<file path="src/rtl/freq_meter_pkg.sv">
// Shared types and helpers for the gated frequency meter.
package freq_meter_pkg;

  typedef enum logic [1:0] {
    ST_IDLE  = 2'd0,
    ST_ARM   = 2'd1,
    ST_COUNT = 2'd2
  } state_e;

  localparam logic [1:0] GSEL_1S    = 2'd0;
  localparam logic [1:0] GSEL_100MS = 2'd1;
  localparam logic [1:0] GSEL_10MS  = 2'd2;
  localparam logic [1:0] GSEL_1MS   = 2'd3;

  // Window length in system clocks for a given gate selection.
  function automatic int unsigned gate_len(input int unsigned clk_hz, input logic [1:0] gsel);
    int unsigned n;
    case (gsel)
      GSEL_1S:    n = clk_hz;
      GSEL_100MS: n = clk_hz / 10;
      GSEL_10MS:  n = clk_hz / 100;
      default:    n = clk_hz / 1000;
    endcase
    return n;
  endfunction

endpackage

</file>
<file path="src/rtl/sync_edge_det.sv">
// Two-flop synchroniser plus delay flop; flags a rising edge of an asynchronous pin.
module sync_edge_det (
  input  logic clk,
  input  logic rst,
  input  logic sig_i,
  output logic rise_c_o
);

  logic s1_q, s2_q, prev_q;

  always_ff @(posedge clk) begin
    if (rst) begin
      s1_q   <= 1'b0;
      s2_q   <= 1'b0;
      prev_q <= 1'b0;
    end else begin
      s1_q   <= sig_i;
      s2_q   <= s1_q;
      prev_q <= s2_q;
    end
  end

  assign rise_c_o = s2_q & ~prev_q;

endmodule

</file>
<file path="src/rtl/freq_meter.sv">
// Gated rising-edge counter with selectable window, latched result and byte readout.
module freq_meter
  import freq_meter_pkg::*;
#(
  parameter int unsigned CLK_HZ = 60_000_000,
  parameter int unsigned CNT_W  = 26
) (
  input  logic             clk,
  input  logic             rst,
  input  logic             en,
  input  logic [1:0]       gate_sel,
  input  logic             sig_in,
  input  logic [1:0]       rd_sel,
  output logic [CNT_W-1:0] result,
  output logic             valid,
  output logic             ovf,
  output logic             busy,
  output logic [7:0]       dout
);

  localparam int unsigned GW = $clog2(CLK_HZ);
  localparam logic [CNT_W-1:0] CNT_MAX = '1;

  state_e           state_q, state_d;
  logic [GW-1:0]    gate_q, gate_d;
  logic [CNT_W-1:0] cnt_q, cnt_d;
  logic [CNT_W-1:0] result_q, result_d;
  logic [1:0]       gsel_q, gsel_d;
  logic             sat_q, sat_d;
  logic             ovf_q, ovf_d;
  logic             valid_q, valid_d;
  logic             busy_q, busy_d;

  logic             rise;
  logic [GW-1:0]    gate_load;
  logic [CNT_W-1:0] cnt_inc;
  logic             inc_sat;
  logic [30:0]      res_ext;

  sync_edge_det u_sync (
    .clk      (clk),
    .rst      (rst),
    .sig_i    (sig_in),
    .rise_c_o (rise)
  );

  assign gate_load = GW'(gate_len(CLK_HZ, gate_sel) - 1);
  assign inc_sat   = rise & (cnt_q == CNT_MAX);
  assign cnt_inc   = (cnt_q == CNT_MAX) ? cnt_q : cnt_q + CNT_W'(rise);

  // Window sequencing; terminal cycle folds in its own edge and reloads with no gap.
  always_comb begin
    state_d  = state_q;
    gate_d   = gate_q;
    cnt_d    = cnt_q;
    sat_d    = sat_q;
    gsel_d   = gsel_q;
    result_d = result_q;
    ovf_d    = ovf_q;
    valid_d  = 1'b0;
    case (state_q)
      ST_IDLE: begin
        gate_d = '0;
        cnt_d  = '0;
        sat_d  = 1'b0;
        if (en) state_d = ST_ARM;
      end
      ST_ARM: begin
        gsel_d  = gate_sel;
        gate_d  = gate_load;
        cnt_d   = '0;
        sat_d   = 1'b0;
        state_d = en ? ST_COUNT : ST_IDLE;
      end
      ST_COUNT: begin
        if (!en) begin
          state_d = ST_IDLE;
          gate_d  = '0;
          cnt_d   = '0;
          sat_d   = 1'b0;
        end else if (gate_q == '0) begin
          result_d = cnt_inc;
          ovf_d    = sat_q | inc_sat;
          valid_d  = 1'b1;
          gate_d   = gate_load;
          gsel_d   = gate_sel;
          cnt_d    = '0;
          sat_d    = 1'b0;
        end else if (gate_sel != gsel_q) begin
          state_d = ST_ARM;
        end else begin
          cnt_d  = cnt_inc;
          sat_d  = sat_q | inc_sat;
          gate_d = gate_q - GW'(1);
        end
      end
      default: state_d = ST_IDLE;
    endcase
    busy_d = (state_d == ST_COUNT);
  end

  always_ff @(posedge clk) begin
    if (rst) begin
      state_q  <= ST_IDLE;
      gate_q   <= '0;
      cnt_q    <= '0;
      sat_q    <= 1'b0;
      gsel_q   <= '0;
      result_q <= '0;
      ovf_q    <= 1'b0;
      valid_q  <= 1'b0;
      busy_q   <= 1'b0;
    end else begin
      state_q  <= state_d;
      gate_q   <= gate_d;
      cnt_q    <= cnt_d;
      sat_q    <= sat_d;
      gsel_q   <= gsel_d;
      result_q <= result_d;
      ovf_q    <= ovf_d;
      valid_q  <= valid_d;
      busy_q   <= busy_d;
    end
  end

  // Byte readout; top byte carries the overflow flag above any upper result bits.
  assign res_ext = 31'(result_q);

  always_comb begin
    dout = 8'h00;
    case (rd_sel)
      2'd0:    dout = res_ext[7:0];
      2'd1:    dout = res_ext[15:8];
      2'd2:    dout = res_ext[23:16];
      default: dout = {ovf_q, res_ext[30:24]};
    endcase
  end

  assign result = result_q;
  assign valid  = valid_q;
  assign ovf    = ovf_q;
  assign busy   = busy_q;

endmodule

</file>
<file path="config.mk">
export PLATFORM = sky130hd
export DESIGN_NAME = freq_meter
export DESIGN_NICKNAME = d
export VERILOG_FILES = /design/src/rtl/freq_meter_pkg.sv /design/src/rtl/sync_edge_det.sv /design/src/rtl/freq_meter.sv
export SDC_FILE = /design/constraint.sdc
export NUM_CORES = 1
export LEC_CHECK = 0
export BUFFER_PORTS_ARGS = -buffer_cell sky130_fd_sc_hd__buf_2
export CORE_MARGIN = 8
export CORE_UTILIZATION = 55
export DETAILED_ROUTE_END_ITERATION = 7
export GPL_TIMING_DRIVEN = 0
export PLACE_DENSITY = 0.77
export SYNTH_ARGS = -nofsm -noshare
export SYNTH_HDL_FRONTEND = slang
export SYNTH_SLANG_ARGS = --single-unit
</file>
<file path="constraint.sdc">
create_clock -name clk -period 4.7 [get_ports clk]
set_input_delay 0.705 -clock clk [delete_from_list [all_inputs] [get_ports clk]]
set_output_delay 0.705 -clock clk [all_outputs]
set_load 0.01 [all_outputs]
</file>
Yosys cells after proc, flatten, opt, wreduce, memory -nomap -nowiden
Cells that the tools add are included.
W data, S select, Z words.
- bits in registers: 89
- bits of input ports: 8
- output and inout bits: 37
- word-level logic and storage cells: 71
- add/sub/neg operators: 3
- equality and inequality tests: 12
- multiplexer cells: 25
- bitwise gates (word level): 6
- reductions and logical operators: 13
- operators by type and width (kind ; number):
    $mux W26 ; 7
    $pmux W26 S3 ; 2
    $pmux W26 S2 ; 1
    $sub A26 B1 Y26 const B ; 2
    $add A26 B1 Y26 ; 1
    $eq A26 B26 Y1 const B ; 1
    $logic_not A26 Y1 ; 1
    $pmux W8 S3 ; 1
    $mux W2 ; 7
    $eq A2 B2 Y1 const B ; 4
    $eq A2 B1 Y1 const B ; 3
    $logic_not A2 Y1 ; 3
    $pmux W2 S3 ; 1
    $reduce_and A3 Y1 ; 2
    $mux W1 ; 4
    $ne A2 B2 Y1 const B ; 2
    $ne A4 B4 Y1 const B ; 1
    $pmux W2 S2 ; 1
    $reduce_and A2 Y1 ; 2
    $reduce_bool A2 Y1 ; 2
    $not A1 Y1 ; 3
    $reduce_bool A3 Y1 ; 1
    $reduce_or A3 Y1 ; 1
    $and A1 B1 Y1 ; 2
    other kinds (4) ; 4

Longest topological paths before layout
- depth in word-level cells: 8
- depth in mapped cells: 11
- depth with buffers taken out: 9

Cells and area by module
A second synthesis with hierarchy kept.
- cell total of the unflattened synthesis: 654
- area total of the unflattened synthesis: 5351.4 µm²
- by module, submodules not included (module ; times used ; cells each ; area an instance (µm²) ; sequential area each (µm²)):
    freq_meter ; 1 ; 647 ; 5263.8 ; 1721.7
    sync_edge_det ; 1 ; 7 ; 87.6 ; 60.1

Least setup slack after synthesis
No wires, ideal clock.
- path kind: register to register
- from: register gate_q[4]
- to: register gate_q[19]
- library setup time: 0.079 ns
- data arrival time: 2.429 ns
- data required time: 4.621 ns
- setup slack: 2.192 ns
- cell stages (with the launch flop): 10
- buffers on the path: 3
- clock period less this slack: 2.508 ns
- path through: dfxtp_1 -> buf_6 -> or4_4 -> or4_4 -> buf_6 -> o21a_1 -> buf_6 -> a21o_4 -> mux2_4 -> o221ai_2
- cells in the longest elaborated chain, start to end: 5
- elaborated cells on any way between the ends: 8
- classes of those cells: 1 x add/sub; 1 x eq/ne; 4 x mux; 2 x reduce/logical
- RTL lines (element ; line ; RTL):
    start: declaration ; freq_meter.sv:25 ; logic [GW-1:0] gate_q, gate_d;
    start signal: assignment ; freq_meter.sv:115 ; gate_q <= gate_d;
    $sub A26 B1 Y26 ; freq_meter.sv:94 ; gate_d = gate_q - GW'(1);
    $mux W26 ; freq_meter.sv:89 ; end else if (gate_sel != gsel_q) begin
    $mux W26 ; freq_meter.sv:81 ; end else if (gate_q == '0) begin
    $mux W26 ; freq_meter.sv:76 ; if (!en) begin
    $pmux W26 S3 ; freq_meter.sv:61 ; case (state_q)
Several ways; a longest one is shown, not always the timed one. The select of a mux whose other input is x is not followed.
A chain may end at the register's enable or synchronous reset.

Worst setup path in the final report
- from: register gate_q[0]
- to: register cnt_q[3]
- cells in the longest elaborated chain, start to end: 4
- elaborated cells on any way between the ends: 6
- classes of those cells: 1 x eq/ne; 3 x mux; 2 x reduce/logical
- RTL lines (element ; line ; RTL):
    $logic_not A26 Y1 * ; freq_meter.sv:81 ;
    $mux W26 ; freq_meter.sv:81 ;
    $mux W26 ; freq_meter.sv:76 ;
    $pmux W26 S2 ; freq_meter.sv:61 ;
    end signal: assignment ; freq_meter.sv:116 ; cnt_q <= cnt_d;
    end: declaration ; freq_meter.sv:26 ; logic [CNT_W-1:0] cnt_q, cnt_d;
Mark *: on every way between the ends. The rest lies on a longest branch, timed or not.

==> impl_metrics.yaml <==
clock_tree:
  htreeDepth: 3
  clk_pin_slew_ps: 100
  root_buffer: "clkbuf_8"
  cts_resized: 0
  cts_buffers: 9
  cts_sinks: 89
  clk_path_buf_depth: 2
  cts_hold_buffers: 0
  post_cts_buffers: 0
  tritoncts: "built"
  clk_latency_ps: 370
detailed_routing:
  wl_met1_microns: 6580
  drc: 0
  vias: 5156
  met2_length_microns: 7900
  postRouteWirelength_microns: 16100
  wl_per_cell_microns: 20.0
  drtAntennaViolNets: 0
  highest_layer: "met4"
  firstDrtPassIters: 5
  vias_per_cell: 6.40
  drtIter0Drc: 404
  met3_length_microns: 1160
min_path:
  worstHoldEndpoint: "u_sync.s2_q$_SDFF_PP0_"
  hp-class: "register to register"
  min_from: "u_sync.s1_q$_SDFF_PP0_"
  min_path_cells: 1
worst_setup_path:
  cpPeakStageDelay_ps: 460
  crit_type: "register to register"
  cp_slowest_cell: "or4b_1"
  worstPathMaxFanout: 10
  r2r_slack_ps: 1570
  crit_path_end_kind: "register"
  worst_ep_required_time_ps: 4950
  reg2reg_from: "gate_q[0]$_SDFFE_PP0P_"
  startpoint_type: "register"
  crit_path_cell_trace: "inv_1, ha_1, or4b_1, or4_4, buf_6, o21ai_2, o21ai_1, clkbuf_1, o21ai_0, o31ai_1"
  reg2regPathDepth: 10
  worstPathArrival_ps: 3380
  reg2reg_to: "cnt_q[3]$_SDFFE_PP0P_"
power:
  power_leakage_nw: 2.13
  ir_worst_vdd_mv: 0.167
  p_per_area_nw_per_um2: 332
  p_int_mw: 1.25
  total_power_mw: 1.90
  p_sw_mw: 0.651
  p_comb_share_pct: 25.9
  clockPowerShare_pct: 32.0
  swShare_pct: 34.2
  power_frac_seq_pct: 42.1
synth:
  yosysWarnings: 0
  ys_seq_area_share_pct: 34.5
  synth_edf_count: 0
  synth_area_leaders: "dfxtp_1 (35%), o21ai_0 (5.7%), nor2_1 (4.2%), ha_1 (4.1%), a211oi_1 (3.3%)"
  avgSynthCellArea_sq_um: 8.09
  yosys_most_used_dff: "dfxtp_1"
  netlist_area_sq_um: 5160
  synth_area_leader_cell: "dfxtp_1"
  ys_seq_elements: 89
  syn_inst: 638
  synth_top_area_share_pct: 34.5
  async_flop_share_pct: 0
  syn_nets: 663
  synth.distinct_cells: 63
flow_run:
  maxCapViolCount: 0
sta:
  setup_tns_ps: 0
  period_minus_slack_ps: 3130
  max_clock_freq_ghz: 0.320
  setup_viol: 0
  fin_skew_ps: 15.1
  whs_ps: 456
  period_share_pct: 66.6
  rsz0062_at_grt: "false"
  hold_viol: 0
  slew_headroom_pct: 18.7
  worst_slack_ps: 1570
  slew_viol_final: 0
  worstMarginPinSlew_ps: 1190
global_route:
  grt_pass1_vias: 5011
  grt_remaining_overflow: 0
  grt_usage_pct: 24.8
  antenna_found_initial: 0
  grt_pass1_wl_microns: 25500
  grt_max_degree: 17
die:
  core_area_sq_um: 9150
  start_util_pct: 56.4
  die_w_microns: 113
  io_pins: 45
  die_h_microns: 113
  die-area_sq_um: 12700
  rows: 35
place:
  port-buffer-count: 41
  dp_slack_ps: 1590
  placed_cells: 790
  place.gp.congestion: 0.987
  place_hpwl_microns: 12100
  post_dp_cell_area_sq_um: 5510
status:
  status: "finished clean"
layout:
  n_antenna_cell: 0
  syn_to_final_growth_pct: 11.0
  nets: 715
  final_util_pct: 62.6
  fillers: 826
  fin_area_sq_um: 5730
  layout-drive-gt1-share_pct: 12.4
  stdcell_count: 806
[power groups by stage]
stage / registers, mW / logic [mW] / clock network, mW
after global placement: 0.817 / 0.469 / 0
after detailed placement: 0.819 / 0.477 / 0
final: 0.802 / 0.493 / 0.610
after floorplan: 0.818 / 0.341 / 0
after CTS: 0.801 / 0.480 / 0.608
after global routing: 0.805 / 0.526 / 0.640
[cells by family (layout without fill, tap and decap cells)]
logic type                 after synthesis  count (layout)  synth area share (%)
DFF                                     89              89                  34.5
adders and majority gates               17              17                  4.12
buffers and inverters                   54             111                  4.53
AOI/OAI and AO/OA                      200             200                  24.9
xor gates and xnor gates                32              32                  5.43
and+or+nand+nor                        232             232                  22.9
muxes                                   14              14                  3.54
[layout by cell type, fill, tap and decap left out, drive strengths merged, types with 3 or more instances in the layout]
| cell | n |
|---|---|
| nand3b | 4 |
| o211ai | 6 |
| nand3 | 28 |
| nand2b | 10 |
| or2 | 5 |
| o41ai | 3 |
| mux4 | 3 |
| nand4 | 9 |
| inv | 13 |
| o31ai | 21 |
| a211oi | 23 |
| xor2 | 15 |
| nor3 | 22 |
| a31oi | 10 |
| a21o | 4 |
| nand2 | 43 |
| o22ai | 7 |
| clkbuf | 37 |
| a22o | 5 |
| nor2 | 58 |
| o21a | 4 |
| and3 | 6 |
| buf | 56 |
| nor2b | 12 |
| ha | 17 |
| dfxtp | 89 |
| and2 | 5 |
| o21ai | 72 |
| or4 | 4 |
| xnor2 | 17 |
| a21oi | 30 |
| mux2i | 10 |
| nor4 | 12 |
| or3 | 6 |
[area by class of cell]
class	instances	area, sq um	area share, %
multi-input cells	495	3150	54.9
repair buffers	41	205	3.58
plain buffers	43	193	3.36
clock buffers	9	124	2.16
flip-flops and latches	89	1780	31.1
well taps	111	139	2.42
clock inverters	7	101	1.77
inverters	11	41.3	0.721
[layer usage]
metal / track usage [%] / vias to the layer above
met5: 0 / -
met1: 28.3 / 2428
li1: - / 2460
met4: 12.8 / 0
met3: 4.42 / 33
met2: 43.7 / 235
[critical path, delay by kind of cell, from the launching register on]
kind	cells	cell delay (ps)
AND/OR/NAND/NOR	2	890
buffers and inverters	3	660
AO/OA/AOI/OAI	4	950
adder cells (fa/ha/maj)	1	150
flip-flops	1	350
[cell usage after synthesis, types with 3 or more instances]
cell type and number:
dfxtp_1 89, o21ai_0 59, nor2_1 58, nand2_1 43, a21oi_1 29, clkbuf_1 28
nand3_1 28, a211oi_1 23, nor3_1 22, o31ai_1 21, ha_1 17, xnor2_1 17
xor2_1 15, nor2b_1 12, o21ai_1 12, inv_1 11, nor4_1 11, a31oi_1 10
mux2i_1 10, nand2b_1 10, nand4_1 9, buf_2 7, o22ai_1 7, and3_1 6
or3_1 6, a22o_1 5, buf_1 5, o211ai_1 5, or2_2 5, and2_1 4
nand3b_1 4, o21a_1 4, a21o_1 3, buf_6 3, mux4_2 3, o41ai_1 3
[flip-flops by register name, summed over array words and instances (netlist names)]
name	flops
sat_q	1
valid	1
gsel_q	2
ovf	1
result	26
u_sync.prev_q	1
state_q	2
u_sync.s1_q	1
cnt_q	26
gate_q	26
busy	1
u_sync.s2_q	1
[worst max-delay path by stage]
stage,start,to,slack (ps)
finish,gate_q[0]$_SDFFE_PP0P_,cnt_q[3]$_SDFFE_PP0P_,1570
floorplan,gate_q[4]$_SDFFE_PP0P_,gate_q[19]$_SDFFE_PP0P_,2190
global route,gate_q[0]$_SDFFE_PP0P_,cnt_q[7]$_SDFFE_PP0P_,1420
global placement,gate_sel[1],cnt_q[22]$_SDFFE_PP0P_,1690
detailed placement,gate_sel[1],cnt_q[15]$_SDFFE_PP0P_,1590
CTS,gate_q[0]$_SDFFE_PP0P_,cnt_q[3]$_SDFFE_PP0P_,1650
Power figures use the tool's default switching activity.
